**src/rtl/i3c_ram_1p_fifo_ctrl.sv**
```systemverilog
`default_nettype none
// +--------------------------------------------------------------------------+
// | Module   : i3c_ram_1p_fifo_ctrl                                          |
// | Brief    : valid/ready FIFO on one single-port SRAM; writes and prefetch |
// |            reads share the port, a small buffer hides the read latency.  |
// | Revision : 1.0 - initial release                                         |
// +--------------------------------------------------------------------------+
module i3c_ram_1p_fifo_ctrl #(
    parameter  int DEPTH            = 64,
    parameter  int WIDTH            = 32,
    parameter  int RAM_READ_LATENCY = 1,
    localparam int c_pf_depth       = RAM_READ_LATENCY + 1,
    localparam int c_cap            = DEPTH + c_pf_depth,
    localparam int c_aw             = (DEPTH > 1) ? $clog2(DEPTH) : 1,
    localparam int c_cw             = $clog2(c_cap + 1)
) (
    input  logic             clk_i,
    input  logic             rst_i,
    input  logic             clear_i,
    input  logic             push_valid_i,
    output logic             push_ready_o,
    input  logic [WIDTH-1:0] push_data_i,
    output logic             pop_valid_o,
    input  logic             pop_ready_i,
    output logic [WIDTH-1:0] pop_data_o,
    output logic [c_cw-1:0]  count_o,
    output logic             ram_req_o,
    output logic             ram_write_o,
    output logic [c_aw-1:0]  ram_addr_o,
    output logic [WIDTH-1:0] ram_wdata_o,
    output logic [WIDTH-1:0] ram_wmask_o,
    input  logic [WIDTH-1:0] ram_rdata_i,
    input  logic             ram_rvalid_i,
    input  logic [1:0]       ram_rerror_i,
    output logic             err_uncorr_o,
    output logic             err_proto_o
);
    localparam int c_pw = $clog2(c_pf_depth);

    logic [c_aw-1:0]  r_wr_ptr, r_rd_ptr;
    logic [c_cw-1:0]  r_ram_cnt, r_inflight, r_buf_cnt, r_discard_cnt;
    logic [c_pw-1:0]  r_buf_head, r_buf_tail;
    logic             r_rr_wr;
    logic             r_err_uncorr, r_err_proto;
    logic [WIDTH-1:0] r_buf [c_pf_depth];

    logic [c_cw-1:0]  w_count;
    logic             w_push_ready, w_wr_elig, w_rd_elig, w_wr_go, w_rd_go, w_pop;
    logic             w_drop, w_deliver, w_proto, w_resp_live, w_buf_push;
    logic             w_unused_rerror;

    assign w_count      = r_ram_cnt + r_inflight + r_buf_cnt;
    assign w_push_ready = w_count < c_cw'(c_cap);
    assign w_wr_elig    = push_valid_i && w_push_ready && (r_ram_cnt < c_cw'(DEPTH));
    // Read credit covers in-flight reads plus buffered words, so the buffer cannot overflow.
    assign w_rd_elig    = (r_ram_cnt != '0) && ((r_inflight + r_buf_cnt) < c_cw'(c_pf_depth));
    assign w_wr_go      = !clear_i && w_wr_elig && (!w_rd_elig || !r_rr_wr);
    assign w_rd_go      = !clear_i && w_rd_elig && (!w_wr_elig || r_rr_wr);
    assign w_pop        = pop_valid_o && pop_ready_i && !clear_i;

    assign w_drop       = ram_rvalid_i && (r_discard_cnt != '0);
    assign w_deliver    = ram_rvalid_i && (r_discard_cnt == '0) && (r_inflight != '0);
    assign w_proto      = ram_rvalid_i && (r_discard_cnt == '0) && (r_inflight == '0);
    assign w_resp_live  = w_drop || w_deliver;
    assign w_buf_push   = w_deliver && !clear_i;
    assign w_unused_rerror = ram_rerror_i[0];

    assign push_ready_o = w_push_ready;
    assign pop_valid_o  = r_buf_cnt != '0;
    assign pop_data_o   = pop_valid_o ? r_buf[r_buf_head] : '0;
    assign count_o      = w_count;
    assign ram_req_o    = w_wr_go || w_rd_go;
    assign ram_write_o  = w_wr_go;
    assign ram_addr_o   = w_wr_go ? r_wr_ptr : r_rd_ptr;
    assign ram_wdata_o  = push_data_i;
    assign ram_wmask_o  = '1;
    assign err_uncorr_o = r_err_uncorr;
    assign err_proto_o  = r_err_proto;

    always_ff @(posedge clk_i) begin
        if (rst_i) begin
            r_wr_ptr      <= '0;
            r_rd_ptr      <= '0;
            r_ram_cnt     <= '0;
            r_inflight    <= '0;
            r_buf_cnt     <= '0;
            r_discard_cnt <= '0;
            r_buf_head    <= '0;
            r_buf_tail    <= '0;
            r_rr_wr       <= 1'b0;
            r_err_uncorr  <= 1'b0;
            r_err_proto   <= 1'b0;
        end else if (clear_i) begin
            r_wr_ptr      <= '0;
            r_rd_ptr      <= '0;
            r_ram_cnt     <= '0;
            r_inflight    <= '0;
            r_buf_cnt     <= '0;
            r_buf_head    <= '0;
            r_buf_tail    <= '0;
            r_rr_wr       <= 1'b0;
            // Reads still in the RAM pipeline must be swallowed; one may be answered this cycle.
            r_discard_cnt <= r_discard_cnt + r_inflight - c_cw'(w_resp_live);
            if (w_proto) begin
                r_err_proto <= 1'b1;
            end
        end else begin
            if (w_wr_go) begin
                r_wr_ptr <= (r_wr_ptr == c_aw'(DEPTH - 1)) ? '0 : r_wr_ptr + c_aw'(1);
            end
            if (w_rd_go) begin
                r_rd_ptr <= (r_rd_ptr == c_aw'(DEPTH - 1)) ? '0 : r_rd_ptr + c_aw'(1);
            end
            r_ram_cnt     <= r_ram_cnt + c_cw'(w_wr_go) - c_cw'(w_rd_go);
            r_inflight    <= r_inflight + c_cw'(w_rd_go) - c_cw'(w_deliver);
            r_discard_cnt <= r_discard_cnt - c_cw'(w_drop);
            r_buf_cnt     <= r_buf_cnt + c_cw'(w_buf_push) - c_cw'(w_pop);
            if (w_buf_push) begin
                r_buf_tail <= (r_buf_tail == c_pw'(c_pf_depth - 1)) ? '0 : r_buf_tail + c_pw'(1);
            end
            if (w_pop) begin
                r_buf_head <= (r_buf_head == c_pw'(c_pf_depth - 1)) ? '0 : r_buf_head + c_pw'(1);
            end
            if (w_wr_elig && w_rd_elig) begin
                r_rr_wr <= w_wr_go;
            end
            if (w_deliver && ram_rerror_i[1]) begin
                r_err_uncorr <= 1'b1;
            end
            if (w_proto) begin
                r_err_proto <= 1'b1;
            end
        end
    end

    always_ff @(posedge clk_i) begin
        if (w_buf_push) begin
            r_buf[r_buf_tail] <= ram_rdata_i;
        end
    end

endmodule
`default_nettype wire
```
**config.mk**
```make
export PLATFORM = sky130hd
export DESIGN_NAME = i3c_ram_1p_fifo_ctrl
export DESIGN_NICKNAME = d
export VERILOG_FILES = /design/src/rtl/i3c_ram_1p_fifo_ctrl.sv
export SDC_FILE = /design/constraint.sdc
export NUM_CORES = 1
export LEC_CHECK = 0
export BUFFER_PORTS_ARGS = -buffer_cell sky130_fd_sc_hd__buf_2
export CAP_MARGIN = 10
export CORE_ASPECT_RATIO = 0.75
export CORE_MARGIN = 5
export CORE_UTILIZATION = 57
export CTS_CLUSTER_SIZE = 28
export DETAILED_ROUTE_END_ITERATION = 12
export PLACE_DENSITY = 0.86
export SYNTH_ARGS = -nofsm -noshare
export SYNTH_HDL_FRONTEND = slang
export SYNTH_SLANG_ARGS = --single-unit
export TNS_END_PERCENT = 100
```
**constraint.sdc**
```tcl
create_clock -name clk_i -period 9.65 [get_ports clk_i]
set_input_delay 2.4125 -clock clk_i [delete_from_list [all_inputs] [get_ports clk_i]]
set_output_delay 2.4125 -clock clk_i [all_outputs]
set_load 0.05 [all_outputs]
```
==> results.json <==
{
  "yosys.cell_count.top_type": "nor2_1",
  "ir_worst_vdd_mv": 0.183,
  "syn_area_sq_um": 6570,
  "drc": 0,
  "slew_headroom": 0.346,
  "synth_edf_count": 64,
  "drive_above_1_share": 0.174,
  "max_freq_mhz": 152,
  "dr_total_vias": 4642,
  "rsz0062_at_grt": "no",
  "cts_tree": "done",
  "wl_met1_mm": 5.87,
  "worstPathRequired_ps": 7240,
  "drtAntennaViolNets": 0,
  "synth_top_area_frac": 0.292,
  "multiInputGateArea_sq_um": 3060,
  "fillers": 924,
  "place_hpwl_mm": 10.2,
  "maxSlewViolCount": 0,
  "synthArstFlopShare": 0,
  "syn_area_per_cell_sq_um": 10.1,
  "std_cell_rows": 34,
  "stdcell_count": 852,
  "h-tree-depth": 3,
  "cts_buffer_depth": 2,
  "first_global_vias": 4519,
  "wl_met3_microns": 744,
  "p_leak_uw": 0.00303,
  "synth_top_area_cell": "edfxtp_1",
  "portBuffers": 89,
  "grt_pass1_wl_mm": 21.3,
  "min_path_type": "register to register",
  "crit_type": "register to output pin",
  "io-pin-count": 187,
  "wl_met2_mm": 6.72,
  "coreArea_sq_um": 11400,
  "fin_area_sq_um": 7100,
  "vias_per_cell": 5.45,
  "routed.top_layer": "met4",
  "cts_made_buffers": 9,
  "period_share": 0.682,
  "post_drt_wl_per_cell_microns": 15.9,
  "antenna_found_initial": 1,
  "worstPathArrival_ps": 4170,
  "cts.sinks": 110,
  "synth_seq_cells": 110,
  "die_y_microns": 103,
  "initial_utilization": 0.574,
  "worst_setup_path_end_kind": "output pin",
  "grt_max_degree": 34,
  "register_area_sq_um": 2840,
  "power.density_nw_per_um2": 340,
  "cts_setup_buffers": 0,
  "final_nets": 839,
  "die_x_microns": 134,
  "drt_iter0_markers": 305,
  "insertion_delay_ps": 350,
  "outcome": "complete, no violations",
  "tightest_slew_ps": 981,
  "crit_fanout": 14,
  "crit_path_start_kind": "register",
  "yosysUniqueCellTypes": 48,
  "dr.pass1.iters": 4,
  "min_period_ps": 6580,
  "finalSetupViolCount": 0,
  "cts-resized-gates": 0,
  "hold_violations": 0,
  "area_growth_syn_to_layout_pct": 8.01,
  "synthTopCellsByArea": "edfxtp_1, dfxtp_1, ha_1",
  "clkTransAtPathRegs_ps": 80,
  "hold_buffers": 0,
  "dieArea_sq_um": 13800,
  "grt_overflow": 0,
  "skew_ps": 8.02,
  "yosys-top-cells-count": "nor2_1, buf_4, edfxtp_1, inv_1, ha_1",
  "place_congestion": 0.896,
  "synth_flop_cell": "edfxtp_1",
  "grt_usage": 0.193,
  "yosysSeqAreaShare": 0.432,
  "maxCapViolCount": 0,
  "dp_cells": 835,
  "ys_warn_count": 0,
  "synthCells": 649,
  "tns_ps": 0,
  "placed_area_sq_um": 6800,
  "cts-root-buf": "clkbuf_16",
  "wl_mm": 13.6
}
-- metrics by stage --
stage	total power, uW	hold slack, ps	util	setup slack (ps)
2_1_floorplan	1790	450	-	3020
3_3_place_gp	1990	452	0.594	3130
3_5_place_dp	2050	466	0.594	3080
4_1_cts	2420	498	0.620	3060
5_1_grt	2590	529	0.620	2820
6_report	2410	488	0.620	3070
-- per-layer routing --
metal / track usage / up-vias
met2: 0.337 / 148
met3: 0.0420 / 33
li1: - / 2239
met5: 0 / -
met1: 0.245 / 2222
met4: 0.0569 / 0
-- cells in the final DEF, fill, tap and decap left out, drive strengths merged, types with 17 or more instances in the layout --
| cell | synthesis | routed |
|---|---|---|
| nand2 | 17 | 17 |
| edfxtp | 64 | 64 |
| a21oi | 36 | 36 |
| xnor2 | 19 | 19 |
| buf | 65 | 92 |
| dfxtp | 46 | 46 |
| ha | 53 | 53 |
| mux2i | 37 | 37 |
| o21ai | 20 | 20 |
| conb | 1 | 32 |
| inv | 64 | 68 |
| nor2 | 76 | 76 |
-- registers in the layout, indices dropped and copies added, names as in the netlist, named ones only --
register       flops
r_buf             64
r_buf_cnt          7
r_discard_cnt      7
r_inflight         7
r_ram_cnt          7
r_rd_ptr           6
r_wr_ptr           6
err_proto_o        1
err_uncorr_o       1
r_buf_head         1
r_buf_tail         1
r_rr_wr            1
-- kinds of logic (layout without fill, tap and decap cells) --
kind of cell / after synthesis / in the layout / synth area share
other: 1 / 33 / 0.000570
buffers and inverters: 145 / 172 / 0.120
AND/OR/NAND/NOR: 169 / 169 / 0.124
adder cells (fa/ha/maj): 65 / 65 / 0.137
AO/OA/AOI/OAI: 87 / 87 / 0.0797
multiplexers: 43 / 43 / 0.0666
XOR/XNOR: 29 / 29 / 0.0398
flip-flops: 110 / 110 / 0.432
-- final timing paths --
kind	slack [ps]	from	end	depth (start not counted)
max	3070	r_ram_cnt[2]	ram_addr_o[5]	10
min	490	err_uncorr_o	err_uncorr_o	2
max reg2reg	4600	r_ram_cnt[2]	r_ram_cnt[6]	20
min reg2reg	490	err_uncorr_o	err_uncorr_o	2
-- where the power goes --
part / switching (uW) / internal, uW / leakage, uW
sequential: 63.0 / 544 / 0.000950
combinational: 978 / 460 / 0.00193
clock: 184 / 185 / 0.000149
-- worst max-delay path: stages (launching register included) --
cell	delay [ps]
dfxtp_1	450
fa_1	490
ha_1	330
a211oi_1	410
nor2_1	150
o311a_1	320
o21a_1	250
a311o_1	470
nor2_2	360
mux2_2	380
buf_2	210
-- layout make-up --
| type | instances | area share |
|---|---|---|
| inverters | 64 | 0.0338 |
| well taps | 144 | 0.0254 |
| multi-input cells | 425 | 0.432 |
| clock buffers | 9 | 0.0317 |
| flip-flops and latches | 110 | 0.401 |
| repair buffers | 92 | 0.0659 |
| clock inverters | 7 | 0.0107 |
| diodes | 1 | 0.000352 |
Note: power is estimated with default switching activity, not from simulation.
